File: src/rtl/adc_window_peak.sv
// Windowed peak/clip detector for the two ZMOD ADC channels.
// Each window of 2^WINDOW_LOG2 valid samples yields per-channel peak |x| and clip count.
module adc_window_peak #(
    parameter int ZMOD_DATA_SIZE = 14,
    parameter int WINDOW_LOG2    = 10
) (
    input  logic                      i_sys_clock,
    input  logic                      i_reset,
    input  logic                      i_adc_init_done,
    input  logic                      i_enable,
    input  logic                      i_sample_valid,
    input  logic [ZMOD_DATA_SIZE-1:0] i_adc_data_ch1,
    input  logic [ZMOD_DATA_SIZE-1:0] i_adc_data_ch2,
    input  logic                      i_result_ready,
    output logic                      o_result_valid,
    output logic [ZMOD_DATA_SIZE-1:0] o_peak_ch1,
    output logic [ZMOD_DATA_SIZE-1:0] o_peak_ch2,
    output logic [WINDOW_LOG2:0]      o_clip_cnt_ch1,
    output logic [WINDOW_LOG2:0]      o_clip_cnt_ch2,
    output logic                      o_overrun,
    output logic                      o_busy
);

    localparam logic [ZMOD_DATA_SIZE-1:0] MAX_CODE = {1'b0, {(ZMOD_DATA_SIZE-1){1'b1}}};
    localparam logic [ZMOD_DATA_SIZE-1:0] MIN_CODE = {1'b1, {(ZMOD_DATA_SIZE-1){1'b0}}};
    localparam logic [ZMOD_DATA_SIZE-1:0] ONE_DATA = ZMOD_DATA_SIZE'(1);
    localparam logic [WINDOW_LOG2-1:0]    ONE_IDX  = WINDOW_LOG2'(1);

    typedef enum logic {
        IDLE  = 1'b0,
        ACCUM = 1'b1
    } state_t;

    state_t                    r_state;
    logic                      r_busy;
    logic [WINDOW_LOG2-1:0]    r_index;
    logic [ZMOD_DATA_SIZE-1:0] r_peak_ch1;
    logic [ZMOD_DATA_SIZE-1:0] r_peak_ch2;
    logic [WINDOW_LOG2:0]      r_clip_ch1;
    logic [WINDOW_LOG2:0]      r_clip_ch2;
    logic                      r_result_valid;
    logic [ZMOD_DATA_SIZE-1:0] r_res_peak_ch1;
    logic [ZMOD_DATA_SIZE-1:0] r_res_peak_ch2;
    logic [WINDOW_LOG2:0]      r_res_clip_ch1;
    logic [WINDOW_LOG2:0]      r_res_clip_ch2;
    logic                      r_overrun;

    logic                      w_run;
    logic                      w_last_sample;
    logic                      w_window_end;
    logic [ZMOD_DATA_SIZE-1:0] w_abs_ch1;
    logic [ZMOD_DATA_SIZE-1:0] w_abs_ch2;
    logic                      w_clip_ch1;
    logic                      w_clip_ch2;
    logic [ZMOD_DATA_SIZE-1:0] w_peak_next_ch1;
    logic [ZMOD_DATA_SIZE-1:0] w_peak_next_ch2;
    logic [WINDOW_LOG2:0]      w_clip_next_ch1;
    logic [WINDOW_LOG2:0]      w_clip_next_ch2;

    // Negating the min code at full width yields 2^(N-1), which is exact as unsigned.
    assign w_abs_ch1 = i_adc_data_ch1[ZMOD_DATA_SIZE-1] ? (~i_adc_data_ch1 + ONE_DATA) : i_adc_data_ch1;
    assign w_abs_ch2 = i_adc_data_ch2[ZMOD_DATA_SIZE-1] ? (~i_adc_data_ch2 + ONE_DATA) : i_adc_data_ch2;

    assign w_clip_ch1 = (i_adc_data_ch1 == MAX_CODE) || (i_adc_data_ch1 == MIN_CODE);
    assign w_clip_ch2 = (i_adc_data_ch2 == MAX_CODE) || (i_adc_data_ch2 == MIN_CODE);

    assign w_peak_next_ch1 = (w_abs_ch1 > r_peak_ch1) ? w_abs_ch1 : r_peak_ch1;
    assign w_peak_next_ch2 = (w_abs_ch2 > r_peak_ch2) ? w_abs_ch2 : r_peak_ch2;
    assign w_clip_next_ch1 = r_clip_ch1 + {{WINDOW_LOG2{1'b0}}, w_clip_ch1};
    assign w_clip_next_ch2 = r_clip_ch2 + {{WINDOW_LOG2{1'b0}}, w_clip_ch2};

    assign w_run         = i_enable && i_adc_init_done;
    assign w_last_sample = i_sample_valid && (r_index == {WINDOW_LOG2{1'b1}});
    // An abort on the final sample wins: the window is discarded.
    assign w_window_end  = (r_state == ACCUM) && w_run && w_last_sample;

    always_ff @(posedge i_sys_clock or negedge i_reset) begin
        if (!i_reset) begin
            r_state        <= IDLE;
            r_busy         <= 1'b0;
            r_index        <= '0;
            r_peak_ch1     <= '0;
            r_peak_ch2     <= '0;
            r_clip_ch1     <= '0;
            r_clip_ch2     <= '0;
            r_result_valid <= 1'b0;
            r_res_peak_ch1 <= '0;
            r_res_peak_ch2 <= '0;
            r_res_clip_ch1 <= '0;
            r_res_clip_ch2 <= '0;
            r_overrun      <= 1'b0;
        end else begin
            case (r_state)
                IDLE: begin
                    if (w_run) begin
                        r_state    <= ACCUM;
                        r_busy     <= 1'b1;
                        r_index    <= '0;
                        r_peak_ch1 <= '0;
                        r_peak_ch2 <= '0;
                        r_clip_ch1 <= '0;
                        r_clip_ch2 <= '0;
                    end
                end
                ACCUM: begin
                    if (!w_run) begin
                        r_state    <= IDLE;
                        r_busy     <= 1'b0;
                        r_index    <= '0;
                        r_peak_ch1 <= '0;
                        r_peak_ch2 <= '0;
                        r_clip_ch1 <= '0;
                        r_clip_ch2 <= '0;
                    end else if (i_sample_valid) begin
                        r_index <= r_index + ONE_IDX;
                        if (w_last_sample) begin
                            r_res_peak_ch1 <= w_peak_next_ch1;
                            r_res_peak_ch2 <= w_peak_next_ch2;
                            r_res_clip_ch1 <= w_clip_next_ch1;
                            r_res_clip_ch2 <= w_clip_next_ch2;
                            r_peak_ch1     <= '0;
                            r_peak_ch2     <= '0;
                            r_clip_ch1     <= '0;
                            r_clip_ch2     <= '0;
                        end else begin
                            r_peak_ch1 <= w_peak_next_ch1;
                            r_peak_ch2 <= w_peak_next_ch2;
                            r_clip_ch1 <= w_clip_next_ch1;
                            r_clip_ch2 <= w_clip_next_ch2;
                        end
                    end
                end
                default: begin
                    r_state <= IDLE;
                    r_busy  <= 1'b0;
                end
            endcase

            // A new result always wins over a same-cycle accept; overrun only if nobody took the old one.
            if (w_window_end) begin
                r_result_valid <= 1'b1;
                if (r_result_valid && !i_result_ready) begin
                    r_overrun <= 1'b1;
                end
            end else if (r_result_valid && i_result_ready) begin
                r_result_valid <= 1'b0;
            end
        end
    end

    assign o_result_valid = r_result_valid;
    assign o_peak_ch1     = r_res_peak_ch1;
    assign o_peak_ch2     = r_res_peak_ch2;
    assign o_clip_cnt_ch1 = r_res_clip_ch1;
    assign o_clip_cnt_ch2 = r_res_clip_ch2;
    assign o_overrun      = r_overrun;
    assign o_busy         = r_busy;

endmodule

File: config.mk
export PLATFORM = sky130hd
export DESIGN_NAME = adc_window_peak
export DESIGN_NICKNAME = d
export VERILOG_FILES = /design/src/rtl/adc_window_peak.sv
export SDC_FILE = /design/constraint.sdc
export NUM_CORES = 1
export LEC_CHECK = 0
export BUFFER_PORTS_ARGS = -buffer_cell sky130_fd_sc_hd__buf_2
export CAP_MARGIN = 10
export CORE_MARGIN = 2
export CORE_UTILIZATION = 44
export DETAILED_ROUTE_END_ITERATION = 6
export SYNTH_ARGS = -nofsm -noshare
export SYNTH_HDL_FRONTEND = slang
export SYNTH_SLANG_ARGS = --single-unit
File: constraint.sdc
create_clock -name i_sys_clock -period 3 [get_ports i_sys_clock]
set_clock_uncertainty 0.1 [all_clocks]
set_input_delay 0.45 -clock i_sys_clock [delete_from_list [all_inputs] [get_ports i_sys_clock]]
set_output_delay 0.45 -clock i_sys_clock [all_outputs]
set_load 0.02 [all_outputs]
Yosys cells after proc, flatten, opt, wreduce, memory -nomap -nowiden
Cells that the tools add are included.

operators by class
  $add $sub $neg = 5
  $lt $le $gt $ge = 2
  equal/unequal tests = 8
  multiplexer cells = 32
  bitwise operators = 3
  reduce and logical (&&, ||, !) cells = 14

operator list
  kind                                                                     number
  14-bit 2-to-1 mux                                                        11
  11-bit 2-to-1 mux                                                        7
  14-bit case mux with 2 select lines                                      2
  11-bit case mux with 2 select lines                                      2
  10-bit 2-to-1 mux                                                        3
  14-bit by 1-bit adder with 14-bit output, second input constant          2
  14-bit by 13-bit equality test with 1-bit output, second input constant  2
  14-bit equality test, second input constant                              2
  14-bit > comparator                                                      2
  14-bit NOT                                                               2
  11-bit by 1-bit adder with 11-bit output                                 2
  10-bit case mux with 2 select lines                                      1
  10-bit by 1-bit adder with 10-bit output, second input constant          1
  10-bit equality test, second input constant                              1
  1-bit logical AND                                                        6
  2-bit AND reduction                                                      3
  1-bit 2-to-1 mux                                                         5
  2-bit != test, second input constant                                     2
  4-bit AND reduction                                                      1
  3-bit != test, second input constant                                     1
  1-bit logical OR                                                         2
  1-bit case mux with 2 select lines                                       1
  2-bit nonzero test                                                       1
  1-bit zero test                                                          1
  1-bit NOT                                                                1

word-level totals
  register bits = 114
  input port bits = 34
  output and inout bits = 53
  word-level logic and storage cells = 77

Logic depth before layout (Yosys ltp)
  word-level depth = 9
  gate-level depth with buffers = 15
  gate-level depth less buffers = 13

Worst setup path after synthesis
Ideal clock, no wire load.

  path type = in2reg
  start point = input port i_adc_data_ch2[0]
  end point = register r_res_peak_ch2[12] (netlist: o_peak_ch2[12])
  library setup time = 0.131 ns
  data arrival time = 3.065 ns
  data required time = 2.769 ns
  slack = -0.296 ns
  stages = 14
  path buffers = 2
  path through = inv_1 > ha_1 > nor4b_1 > nand3b_1 > o41ai_1 > xnor2_1 > ha_1 > nand4_1 > a311o_1 > a21oi_2 > buf_6 > buf_6 > mux2i_1 > o21ai_1

between the ends
  longest elaborated chain between the ends = 5

RTL lines
  element                                   line  RTL
  from (decl)                               13    input logic [ZMOD_DATA_SIZE-1:0] i_adc_data_ch2,
  14-bit NOT                                62    assign w_abs_ch2 = i_adc_data_ch2[ZMOD_DATA_SIZE-1] ? (~i_adc_data_ch2 + ONE_DATA) : i_adc_data_ch2;
  14-bit by 1-bit adder with 14-bit output  62
  14-bit 2-to-1 mux *                       62
  14-bit > comparator                       68    assign w_peak_next_ch2 = (w_abs_ch2 > r_peak_ch2) ? w_abs_ch2 : r_peak_ch2;
  14-bit 2-to-1 mux *                       68
  to (signal assigned)                      118   r_res_peak_ch2 <= w_peak_next_ch2;
  to (decl)                                 43    logic [ZMOD_DATA_SIZE-1:0] r_res_peak_ch2;

Every way passes the cells marked *; elsewhere a longest branch is shown, timed or not.
A chain may end at the register's enable or synchronous reset.

Worst setup path in the final report
  start point = input port i_adc_data_ch2[0]
  end point = register r_peak_ch2[10]

between the ends
  longest elaborated chain between the ends = 9

RTL lines
  element                                   line  RTL
  14-bit NOT                                62
  14-bit by 1-bit adder with 14-bit output  62
  14-bit 2-to-1 mux *                       62
  14-bit > comparator                       68
  14-bit 2-to-1 mux *                       68
  14-bit 2-to-1 mux *                       116   if (w_last_sample) begin
  14-bit 2-to-1 mux *                       114   end else if (i_sample_valid) begin
  14-bit 2-to-1 mux *                       106   if (!w_run) begin
  14-bit case mux with 2 select lines *     93    case (r_state)
  to (signal assigned)                      127   r_peak_ch2 <= w_peak_next_ch2;
  to (decl)                                 38    logic [ZMOD_DATA_SIZE-1:0] r_peak_ch2;

Every way passes the cells marked *; elsewhere a longest branch is shown, timed or not. The select of a mux whose other input is x is not followed.

==> flow_metrics.tcl <==
set metrics [dict create \
    initial_core_util_pct 44.6 \
    ios 87 \
    utilization_pct 59.5 \
    worst-endpoint-arrival_ns 3.20 \
    cts_sinks 114 \
    coreArea_mm2 0.0144 \
    grt_usage_pct 20.0 \
    syn_to_final_growth_pct 33.4 \
    worstRegToRegCells 10 \
    cp.required_ns 3.20 \
    syn_area_per_cell_um2 9.44 \
    route.final.wire_length_mm 15.4 \
    clock_tree.buffer_depth 2 \
    gp_congestion 0.832 \
    r2r-start "r_peak_ch2[5]$_DFFE_PN0P_" \
    slew_headroom_pct 54.2 \
    die_y_um 125 \
    synth_edf_count 0 \
    leakage_nw 4.11 \
    yosysMostFrequentCell "nand2_1" \
    ys_types 48 \
    irDropWorstVdd_mv 0.413 \
    wl_per_cell_um 14.7 \
    critPathCaptureType "flop" \
    yosysSeqAreaShare_pct 44.3 \
    setup_violations 1 \
    diodes 0 \
    io_buffers 86 \
    regToRegEndpoint "r_peak_ch2[10]$_DFFE_PN0P_" \
    fp.dieArea_mm2 0.0156 \
    hpwl_mm 10.7 \
    post-route-period-util_pct 100 \
    min_period_ns 3.00 \
    fmax_ghz 0.333 \
    via_count 5555 \
    rsz0062_at_grt "yes" \
    antenna_found_initial 0 \
    timing.final.ws_setup_ns -0.00408 \
    cts_buffers 17 \
    drt-pass1-iter-count 5 \
    nets 925 \
    root_buffer "clkbuf_16" \
    max_cap_viol_count 0 \
    worst_pin_slew_ns 0.687 \
    p_per_area_mw_per_mm2 508 \
    path_clk_slew_ns 0.05 \
    r2r_slack_ns 0.56 \
    clk_latency_ns 0.42 \
    synthCells 682 \
    ant_nets 0 \
    grt_overflow_total 0 \
    synth_seq_cells 114 \
    hold_start "i_result_ready" \
    h-tree-depth 4 \
    viasPerCell 5.30 \
    status "complete, but fails checks" \
    yosys_warnings 0 \
    synth_common_cells "nand2_1, dfrtp_1, o21ai_0" \
    drv_slew 0 \
    hp-class "in2reg" \
    grt_pass1_vias 5483 \
    die_w_um 125 \
    cts_tree "yes" \
    grt_pass1_wl_mm 25.6 \
    dp.cells 1003 \
    synth_top_area_share_pct 44.3 \
    synth_top_cell_by_area "dfrtp_1" \
    hold_slack_ns 0.128 \
    synth_fp_nets 754 \
    hold_depth 2 \
    finalHoldViolCount 0 \
    setup_tns_ns -0.00408 \
    row_count 44 \
    worstSetupStartpointType "input port" \
    syn_area_mm2 0.00644 \
    worstSetupPathType "in2reg" \
    crit_fanout 14 \
    final_cells 1048 \
    synthFlopType "dfrtp_1" \
    ys_top_cells_by_area "dfrtp_1, ha_1, nand2_1" \
    worstHoldEndpoint "o_result_valid$_DFFE_PN0P_" \
    nFillCells 1258 \
    violations "negative setup slack" \
    grt_max_degree 83 \
    drt_iter0_markers 257 \
    drive_gt1_share_pct 27.7 \
    route.detailed.drc 0 \
    async_flop_share_pct 100 \
]
[report_power, final]
| group | total (mW) | internal [mW] | switching [mW] | leakage, nW |
|---|---|---|---|---|
| clock network | 2.13 | 1.41 | 0.720 | 0.296 |
| registers | 1.56 | 1.55 | 0.0110 | 1.58 |
| logic | 0.676 | 0.333 | 0.343 | 2.24 |
| total | 4.37 | 3.29 | 1.07 | 4.11 |
[area by class of cell]
class,count,area [µm²],area share (%)
sequential,114,2850,33.2
inverter,35,149,1.73
tap,184,230,2.68
multi-input combinational,500,3420,39.8
clock buffer,22,494,5.75
clock inverter,8,126,1.47
timing repair buffer,185,1320,15.4
[worst max-delay path, stage by stage]
cell,delay [ns]
buf_12,0.11
inv_12,0.05
ha_4,0.12
nor4b_4,0.20
nand3b_1,0.16
o41ai_2,0.26
xnor2_1,0.14
ha_1,0.31
nand4_1,0.18
a311o_1,0.35
a21oi_4,0.25
buf_12,0.18
o21ai_4,0.07
buf_12,0.15
a32o_1,0.21
[what timing repair did]
item | CTS | global route
cloned | 0 | 1
setup buffers | 6 | 8
hold endpoints to repair | 5 | 0
setup endpoints to repair | 7 | 56
hold buffers | 1 | 0
resized for setup | 1 | 32
pin swaps | 3 | 5
[logic make-up (layout without fill, tap and decap cells)]
kind of cell             after synthesis  count (layout)  share of synthesized area, %
AND/OR/NAND/NOR                      216             216                          15.9
AO/OA/AOI/OAI                        177             177                          17.5
flip-flops                           114             114                          44.3
buffers and inverters                 68             250                          4.94
XOR/XNOR                              40              40                          5.44
adder cells (fa/ha/maj)               38              38                          7.39
multiplexers                          29              29                          4.51
[worst max path at each step]
stage                      start                         end  slack, ns
2_1_floorplan  i_adc_data_ch2[0]  o_peak_ch2[11]$_DFFE_PN0P_      -0.02
3_3_place_gp   i_adc_data_ch2[0]   r_peak_ch2[5]$_DFFE_PN0P_      -0.42
3_5_place_dp   i_adc_data_ch2[0]  r_peak_ch2[10]$_DFFE_PN0P_      -0.43
5_1_grt        i_adc_data_ch2[0]   r_peak_ch2[1]$_DFFE_PN0P_      -0.16
4_1_cts        i_adc_data_ch2[0]  r_peak_ch2[10]$_DFFE_PN0P_       0.02
6_report       i_adc_data_ch2[0]  r_peak_ch2[10]$_DFFE_PN0P_     -0.004
[metal layers]
metal  global-route usage (%)  wire (µm)
met1                     25.6       7020
met2                     33.9       7640
met3                     4.24        526
met4                     6.73        206
met5                        0          0
[stage by stage]
| step | cell area (µm²) | setup slack [ns] | total power, mW |
|---|---|---|---|
| 6_report | 8590 | -0.00408 | 4.37 |
| 2_1_floorplan | 6520 | -0.0190 | 1.92 |
| 4_1_cts | 8380 | 0.0229 | 4.33 |
| 3_5_place_dp | 7670 | -0.431 | 2.17 |
| 3_3_place_gp | 7670 | -0.416 | 2.15 |
| 5_1_grt | 8590 | -0.157 | 4.54 |
[layout by cell type (no fill, tap or decap), types with 8 or more instances in the layout]
cell type and instances:
a21oi_1 19, buf_4 88, xnor2_1 38, nand4_1 11, nand2_1 121, o21ai_0 78, nor2_1 16, o21ai_1 22
ha_1 37, dfrtp_1 114, and3_1 13, buf_2 83, clkbuf_16 18, nand3_1 15, mux2i_1 28, a32o_1 28
buf_12 8, inv_1 33
[flip-flops by register name (all words and copies together), names as in the netlist]
name            cells
o_peak_ch1         14
r_clip_ch2         11
o_result_valid      1
r_index            10
r_peak_ch2         14
r_clip_ch1         11
r_peak_ch1         14
o_clip_cnt_ch2     11
o_clip_cnt_ch1     11
o_peak_ch2         14
o_overrun           1
r_state             1
o_busy              1
Power figures use the tool's default switching activity.
